--- config.mk ---
export PLATFORM = sky130hd
export DESIGN_NAME = axis_result_streamer
export DESIGN_NICKNAME = d
export VERILOG_FILES = /design/src/rtl/axis_result_streamer.sv
export SDC_FILE = /design/constraint.sdc
export NUM_CORES = 1
export LEC_CHECK = 0
export ABC_AREA = 1
export BUFFER_PORTS_ARGS = -buffer_cell sky130_fd_sc_hd__buf_2
export CORE_ASPECT_RATIO = 1.75
export CORE_MARGIN = 2
export CORE_UTILIZATION = 45
export DETAILED_ROUTE_END_ITERATION = 10
export GPL_ROUTABILITY_DRIVEN = 0
export GPL_TIMING_DRIVEN = 0
export PLACE_DENSITY = 0.75
export REMOVE_ABC_BUFFERS = 1
export SYNTH_ARGS = -nofsm -noshare
export SYNTH_HDL_FRONTEND = slang
export SYNTH_SLANG_ARGS = --single-unit
--- constraint.sdc ---
create_clock -name aclk -period 4.4 [get_ports aclk]
set_input_delay 0.44 -clock aclk [delete_from_list [all_inputs] [get_ports aclk]]
set_output_delay 0.44 -clock aclk [all_outputs]
set_load 0.1 [all_outputs]
--- src/rtl/axis_result_streamer.sv ---
// axis_result_streamer: reads NUM_O_ELEMENTS result words from the core output BRAM (port B) and streams them on AXI-Stream.
// Latency: first tvalid RD_LATENCY+1 clock edges after the edge that accepts start; then 1 beat/cycle while tready=1.
// Backpressure: full m_axis_tready; BRAM reads are credit-limited so that in-flight reads plus queued words never exceed PF_DEPTH.
// Ports: aclk/aresetn clock and async active-low reset; start/busy/done frame control;
//        bram_enb/bram_addrb/bram_doutb BRAM port-B read; m_axis_tdata/tvalid/tready/tlast stream master.
// Optional: STREAMER_STALL_CNT_EN adds stall_cnt[31:0], the count of tvalid&&!tready cycles in the current/last frame.

// Small show-ahead FIFO used for the prefetch queue.
// Latency: a pushed word is visible at the head the cycle after the push.
// Backpressure: none internally; the caller never pushes when full.
module axis_result_streamer_fifo #(
    parameter int W     = 8,
    parameter int DEPTH = 4
) (
    input  logic                     aclk,
    input  logic                     aresetn,
    input  logic                     push_vld,
    input  logic [W-1:0]             push_dat,
    input  logic                     pop_rdy,
    output logic                     head_vld,
    output logic [W-1:0]             head_dat,
    output logic [$clog2(DEPTH):0]   count
);
    localparam int PW = $clog2(DEPTH);

    logic [W-1:0]  mem [DEPTH];
    logic [PW-1:0] wr_ptr;
    logic [PW-1:0] rd_ptr;
    logic          pop;

    assign head_vld = (count != '0);
    // Data bus reads as zero when empty so the stream output is quiet between frames.
    assign head_dat = head_vld ? mem[rd_ptr] : '0;
    assign pop      = pop_rdy && head_vld;

    always_ff @(posedge aclk) begin
        if (push_vld) begin
            mem[wr_ptr] <= push_dat;
        end
    end

    always_ff @(posedge aclk or negedge aresetn) begin
        if (!aresetn) begin
            wr_ptr <= '0;
            rd_ptr <= '0;
            count  <= '0;
        end else begin
            if (push_vld) wr_ptr <= wr_ptr + PW'(1);
            if (pop)      rd_ptr <= rd_ptr + PW'(1);
            case ({push_vld, pop})
                2'b10:   count <= count + ($clog2(DEPTH)+1)'(1);
                2'b01:   count <= count - ($clog2(DEPTH)+1)'(1);
                default: count <= count;
            endcase
        end
    end
endmodule

module axis_result_streamer #(
    parameter int WIDTH          = 16,
    parameter int CHUNK_SIZE     = 4,
    parameter int NUM_CORES      = 2,
    parameter int NUM_O_ELEMENTS = 6,
    parameter int RD_LATENCY     = 1,
    parameter int PF_DEPTH       = 4,
    // Derived from NUM_O_ELEMENTS; not meant to be overridden.
    parameter int ADDR_WIDTH     = (NUM_O_ELEMENTS > 1) ? $clog2(NUM_O_ELEMENTS) : 1
) (
    input  logic                                  aclk,
    input  logic                                  aresetn,
    input  logic                                  start,
    output logic                                  busy,
    output logic                                  done,
    output logic                                  bram_enb,
    output logic [ADDR_WIDTH-1:0]                 bram_addrb,
    input  logic [WIDTH*CHUNK_SIZE*NUM_CORES-1:0] bram_doutb,
    input  logic                                  m_axis_tready,
    output logic [WIDTH*CHUNK_SIZE*NUM_CORES-1:0] m_axis_tdata,
    output logic                                  m_axis_tvalid,
    output logic                                  m_axis_tlast
`ifdef STREAMER_STALL_CNT_EN
    ,
    output logic [31:0]                           stall_cnt
`endif
);
    localparam int DW    = WIDTH * CHUNK_SIZE * NUM_CORES;
    // Frame counters must be able to hold NUM_O_ELEMENTS itself (the "all issued" value).
    localparam int CNT_W = $clog2(NUM_O_ELEMENTS + 1);
    localparam int FC_W  = $clog2(PF_DEPTH) + 1;

    localparam logic [CNT_W-1:0] N_TOT  = CNT_W'(NUM_O_ELEMENTS);
    localparam logic [CNT_W-1:0] N_LAST = CNT_W'(NUM_O_ELEMENTS - 1);
    localparam logic [FC_W:0]    PF_LIM = (FC_W+1)'(PF_DEPTH);

    typedef enum logic [1:0] {IDLE, STREAM, DONE} state_t;

    state_t                 state;
    state_t                 state_nxt;
    logic [CNT_W-1:0]       rd_cnt;
    logic [CNT_W-1:0]       beat_cnt;
    logic [RD_LATENCY-1:0]  vld_sr;
    logic [FC_W-1:0]        inflight;
    logic [FC_W-1:0]        fifo_cnt;
    logic                   start_acc;
    logic                   issue;
    logic                   capture;
    logic                   beat;
    logic                   last_beat;

    assign start_acc = (state == IDLE) && start;

    // Credit check counts reads still in the BRAM pipeline, including one whose
    // data lands this cycle, so a slot is reserved for every outstanding read.
    assign issue = (state == STREAM) && (rd_cnt < N_TOT) &&
                   (({1'b0, inflight} + {1'b0, fifo_cnt}) < PF_LIM);

    assign capture    = vld_sr[RD_LATENCY-1];
    assign beat       = m_axis_tvalid && m_axis_tready;
    assign last_beat  = beat && (beat_cnt == N_LAST);

    assign bram_enb     = issue;
    assign bram_addrb   = issue ? rd_cnt[ADDR_WIDTH-1:0] : '0;
    assign m_axis_tlast = m_axis_tvalid && (beat_cnt == N_LAST);

    always_ff @(posedge aclk or negedge aresetn) begin
        if (!aresetn) begin
            state <= IDLE;
        end else begin
            state <= state_nxt;
        end
    end

    always_comb begin
        state_nxt = state;
        busy      = 1'b0;
        done      = 1'b0;
        case (state)
            IDLE: begin
                if (start) state_nxt = STREAM;
            end
            STREAM: begin
                busy = 1'b1;
                if (last_beat) state_nxt = DONE;
            end
            DONE: begin
                done      = 1'b1;
                state_nxt = IDLE;
            end
            default: state_nxt = IDLE;
        endcase
    end

    // Read tags travel alongside the BRAM pipeline; reset drops any in flight.
    always_ff @(posedge aclk or negedge aresetn) begin
        if (!aresetn) begin
            vld_sr   <= '0;
            inflight <= '0;
            rd_cnt   <= '0;
            beat_cnt <= '0;
        end else begin
            vld_sr[0] <= issue;
            for (int i = 1; i < RD_LATENCY; i++) begin
                vld_sr[i] <= vld_sr[i-1];
            end
            case ({issue, capture})
                2'b10:   inflight <= inflight + FC_W'(1);
                2'b01:   inflight <= inflight - FC_W'(1);
                default: inflight <= inflight;
            endcase
            if (start_acc) begin
                rd_cnt   <= '0;
                beat_cnt <= '0;
            end else begin
                if (issue) rd_cnt   <= rd_cnt + CNT_W'(1);
                if (beat)  beat_cnt <= beat_cnt + CNT_W'(1);
            end
        end
    end

    axis_result_streamer_fifo #(
        .W     (DW),
        .DEPTH (PF_DEPTH)
    ) u_pf_fifo (
        .aclk     (aclk),
        .aresetn  (aresetn),
        .push_vld (capture),
        .push_dat (bram_doutb),
        .pop_rdy  (m_axis_tready),
        .head_vld (m_axis_tvalid),
        .head_dat (m_axis_tdata),
        .count    (fifo_cnt)
    );

`ifdef STREAMER_STALL_CNT_EN
    always_ff @(posedge aclk or negedge aresetn) begin
        if (!aresetn) begin
            stall_cnt <= '0;
        end else if (start_acc) begin
            stall_cnt <= '0;
        end else if (m_axis_tvalid && !m_axis_tready && (stall_cnt != 32'hFFFF_FFFF)) begin
            stall_cnt <= stall_cnt + 32'd1;
        end
    end
`endif
endmodule

After elaboration in Yosys (flattened, before gate mapping)
Memories as Yosys holds them, arrays and structs flattened.
Index checks and enable logic that the tools add are counted.
{"block": "classes", "magnitude_cmp": 2, "reduce_logical": 13, "muxes": 15, "addsub": 9, "eq_ne": 9}
{"operator": "128-bit two-way mux", "count": 1}
{"operator": "3-bit two-way mux", "count": 5}
{"operator": "3-bit by 1-bit adder with 3-bit output, second input constant", "count": 4}
{"operator": "3-bit one-hot mux with 2 select lines", "count": 2}
{"operator": "2-bit nonzero test", "count": 4}
{"operator": "2-bit by 1-bit equality test with 1-bit output, second input constant", "count": 3}
{"operator": "2-bit equality test, second input constant", "count": 3}
{"operator": "1-bit logical AND", "count": 6}
{"operator": "3-bit by 1-bit subtractor with 3-bit output, second input constant", "count": 2}
{"operator": "2-bit by 1-bit adder with 2-bit output, second input constant", "count": 2}
{"operator": "3-bit by 3-bit adder with 4-bit output", "count": 1}
{"operator": "4-bit by 3-bit less-than comparator with 1-bit output, second input constant", "count": 1}
{"operator": "1-bit two-way mux", "count": 4}
{"operator": "2-bit two-way mux", "count": 2}
{"operator": "2-bit != test, second input constant", "count": 2}
{"operator": "2-bit one-hot mux with 2 select lines", "count": 1}
{"operator": "3-bit equality test, second input constant", "count": 1}
{"operator": "3-bit less-than comparator, second input constant", "count": 1}
{"operator": "3-bit nonzero test", "count": 1}
{"operator": "2-bit logical NOT", "count": 1}
{"operator": "2-bit AND reduction", "count": 1}
{"block": "totals", "in_bits": 132, "ram_bits": 512, "mem_count": 1, "wordCells": 57, "register_bits": 19}
{"memory": "u_pf_fifo.mem", "depth": 4, "width": 128, "read_ports": 1, "rd_ports_with_merged_regs": 0, "write_ports": 1, "line": "26", "rtl": "logic [W-1:0] mem [DEPTH];"}

Longest topological paths before layout
{"block": "logic_depth", "word_depth": 5, "mapped_depth": 12, "mapped_depth_nobuf": 12}

Modules after synthesis
From an unflattened synthesis, not the netlist that was laid out.
{"block": "unflattened", "hier_cells": 2162, "area_unflattened_um2": 22932.0}
{"mod": "axis_result_streamer_fifo", "cells_per_inst": 2075, "area_each_um2": 22206.3, "instances": 1}
{"mod": "axis_result_streamer", "cells_per_inst": 87, "area_each_um2": 725.7, "instances": 1}

Least setup slack after synthesis
No wires, ideal clock.
{"block": "synth_timing", "path_type": "reg-to-reg", "from": "register u_pf_fifo.wr_ptr[0]", "to": "memory u_pf_fifo.mem[0][0] (netlist name), enable pin", "path_stages_with_launch": 5, "setup_slack_ns": 0.761, "t_required_ns": 3.919, "n_path_buf": 0, "period_less_slack_ns": 3.639, "arrival_time_ns": 3.157, "cell_sequence": "dfrtp_1 > inv_1 > ha_1 > nand2_1 > inv_1"}
{"item": "from (decl)", "line": "27", "rtl": "logic [PW-1:0] wr_ptr;"}
{"item": "from (signal assigned)", "line": "48", "rtl": "if (push_vld) wr_ptr <= wr_ptr + PW'(1);"}
{"item": "to (decl)", "line": "26"}
Straight into the memory's write port.

Worst setup path after layout
{"block": "layout_timing", "from": "register u_pf_fifo.rd_ptr[0]", "to": "output port m_axis_tdata[21]"}
{"block": "layout_via", "elab_chain_cells": 2}
{"item": "from (decl)", "line": "28", "rtl": "logic [PW-1:0] rd_ptr;"}
{"item": "from (signal assigned)", "line": "49", "rtl": "if (pop) rd_ptr <= rd_ptr + PW'(1);"}
{"item": "memory 4 x 128 bit"}
{"item": "128-bit two-way mux", "line": "33", "rtl": "assign head_dat = head_vld ? mem[rd_ptr] : '0;"}
{"item": "to (decl)", "line": "78", "rtl": "output logic [WIDTH*CHUNK_SIZE*NUM_CORES-1:0] m_axis_tdata,"}
Every way passes these cells.

==> impl_metrics.py <==
metrics = {
    "clocking": {
        "cts.sink_count": 531,
        "post-cts-setup-buffers": 0,
        "max-clock-path-buffers": 3,
        "htree_num_levels": 2,
        "cts_buffers": 46,
        "cts_tree": "yes",
        "cts-root-buf": "clkbuf_16",
        "worstSkewPairLatency_ns": 0.55,
        "clk_pin_slew_ns": 0.07,
    },
    "sta": {
        "timing.max_slew.rel_slack_pct": 50.34,
        "final-max-slew-violation-count": 0,
        "fin_worst_skew_ns": 0.01908,
        "max_clock_freq_ghz": 0.2515,
        "final-setup-viol-count": 0,
        "period_share_pct": 90.38,
        "max_slew.worst_pin.slew_ns": 0.7449,
        "final_hold_viol_count": 0,
        "period_minus_slack_ns": 3.977,
        "setup_repair_after_global_routing_missed_its_margin": "no",
    },
    "drt": {
        "drt_iter0_drc": 1041,
        "vias": 13440,
        "postRouteAntennaNets": 0,
        "detail_route.wl_per_cell_um": 19.26,
        "drc": 0,
        "dr.pass1.iters": 5,
        "vias_per_cell": 5.372,
        "final_wirelength_um": 48200,
    },
    "floorplan": {
        "core_sq_mm": 0.04593,
        "y_dimension_of_the_die_um": 289.2,
        "fp.dieArea_sq_mm": 0.04828,
        "num_io_pins": 268,
        "start_util_pct": 45.53,
        "placement_rows": 104,
        "die_w_um": 167.0,
    },
    "final_layout": {
        "layout-drive-gt1-share_pct": 18.43,
        "fin_util_pct": 52.72,
        "seqCellArea_sq_mm": 0.01586,
        "layout_common_cells": "nor2_1 (528), edfxtp_1 (512), buf_2 (267)",
        "numnets_final": 2015,
        "flow.area_growth_from_synthesis_pct": 15.80,
        "multi_input_area_sq_mm": 0.004358,
        "most_common_cell_after_layout_fill_and_taps_aside": "nor2_1",
        "fillers": 3787,
    },
    "grt": {
        "grt_start_max_net_pins": 173,
        "grt_overflow_total": 0,
        "grt_antenna_before_repair": 18,
        "grt_pass1_vias": 13572,
        "track_usage_pct": 19.07,
        "grt_first_pass_wirelength_um": 71870,
    },
    "critical_path": {
        "crit_path_cell_trace": "buf_16 -> inv_8 -> buf_16 -> o21ai_0 -> a21oi_1 -> buf_2",
        "worst_path_largest_cell_delay_ns": 0.76,
        "critPathMaxFanout": 172,
        "timing.critical_path.from_type": "register",
        "critPathMostFrequentCell": "buf_16",
        "worstSetupPathType": "register to primary output",
        "crit_required_ns": 3.96,
        "crit_arrival_ns": 3.54,
        "crit_path_top_delay_cell": "dfrtp_4",
        "setup.worst_path.end_class": "primary output",
    },
    "logic_synthesis": {
        "synth_cells": 1643,
        "synth_area_sq_mm": 0.02091,
        "synth_area_per_cell_sq_um": 12.73,
        "seq_area_frac_synth_pct": 75.79,
        "yosysWarningCount": 0,
        "ys_seq_elements": 531,
        "ys_types": 23,
    },
    "flow_run": {
        "drv.max_cap_violation_count": 0,
    },
    "placed_design": {
        "io_buffer_count": 267,
        "hpwlAfterDp_um": 27810,
    },
    "run_status": {
        "run_status": "finished, final reports clean",
    },
    "worst_hold_path": {
        "hold_path_class": "input pin to register",
    },
}
## metal layers
metal / wire length (um) / vias up / GRT usage, % / share of wire (%)
li1: - / 6265 / - / -
met1: 17000 / 6612 / 19.89 / 35
met2: 26620 / 440 / 36.43 / 55
met3: 2632 / 115 / 3.238 / 5.5
met4: 1892 / 8 / 9.978 / 3.9
met5: 54 / - / 0 / 0.11
## sequential cells by signal, summed over array words and instances, names as in the netlist
| signal | count |
|---|---|
| u_pf_fifo.count | 3 |
| state | 2 |
| capture | 1 |
| inflight | 3 |
| u_pf_fifo.mem | 512 |
| u_pf_fifo.wr_ptr | 2 |
| rd_cnt | 3 |
| beat_cnt | 3 |
| u_pf_fifo.rd_ptr | 2 |
## worst max-delay path: cells and delay by family (launching register included)
family / cells / cell delay, ns
DFF: 1 / 0.76
AOI/OAI and AO/OA: 2 / 0.46
buffers and inverters: 4 / 1.67
## per-stage QoR
step | hold slack (ns) | instance area [sq um] | setup slack [ns] | TNS, ns | instances
after detailed placement | 0.3994 | 22770 | 0.9243 | 0 | 2404
final | 0.08950 | 24220 | 0.4233 | 0 | 2502
after floorplan | 0.1444 | 20320 | -4.778 | -611.88 | 1542
after global placement | 0.3972 | 22390 | -11.41 | -2167.50 | 2392
after global routing | 0.07357 | 24220 | 0.1933 | 0 | 2502
after CTS | 0.06092 | 24180 | 0.3242 | 0 | 2488
## path summary, 6_finish.rpt
check	cells past startpoint	endpoint	startpoint	slack (ns)
hold reg to reg	1	inflight[0]	inflight[0]	0.49
min in group asynchronous	2	state[0]	aresetn	0.39
hold / removal	1	u_pf_fifo.mem[3][62]	bram_doutb[62]	0.09
setup reg to reg	5	u_pf_fifo.rd_ptr[1]	u_pf_fifo.rd_ptr[0]	2.04
max in group asynchronous	2	u_pf_fifo.rd_ptr[0]	aresetn	3.67
setup / recovery	6	m_axis_tdata[21]	u_pf_fifo.rd_ptr[0]	0.42
## timing repair
item                      in CTS  in global routing
gates resized for setup        0                  0
hold endpoints to repair      19                  0
hold buffers                   1                  0
## kinds of logic after synthesis
kind of cell    share of synthesized area, %
compound gates                         9.357
xor+xnor                              0.2932
fa+ha+maj                             0.8495
buf+inv                                3.374
flops                                  75.79
simple gates                           10.34
## Yosys cell counts
cell	instances	area (sq um)
nand4_1	4	25.02
xor2_1	4	35.03
inv_2	2	7.510
buf_1	1	3.750
clkbuf_2	21	105.1
buf_6	12	135.1
nand3_2	1	10.01
nand3_1	6	30.03
or2_2	1	6.260
xnor2_1	3	26.28
dfrtp_1	19	475.5
nand2_1	29	108.9
edfxtp_1	512	15370
nor2_1	528	1982
inv_1	29	108.9
buf_4	11	82.58
clkbuf_1	14	52.55
ha_1	11	137.6
fa_1	2	40.04
o21ai_0	154	770.7
a21oi_1	129	645.6
o21ai_1	108	540.5
buf_2	42	210.2
## final cells by class
type	count	area share (%)
Antenna cell	14	0.1447
Sequential cell	531	65.48
Multi-Input combinational cell	980	17.99
Inverter	31	0.6768
Timing Repair Buffer	280	6.892
Tap cell	583	3.012
Clock buffer	58	5.027
Clock inverter	25	0.7750
Power is left out: the tool's default activity adds up to more than one toggle a clock period on the data nets, which glitch-free logic cannot reach.
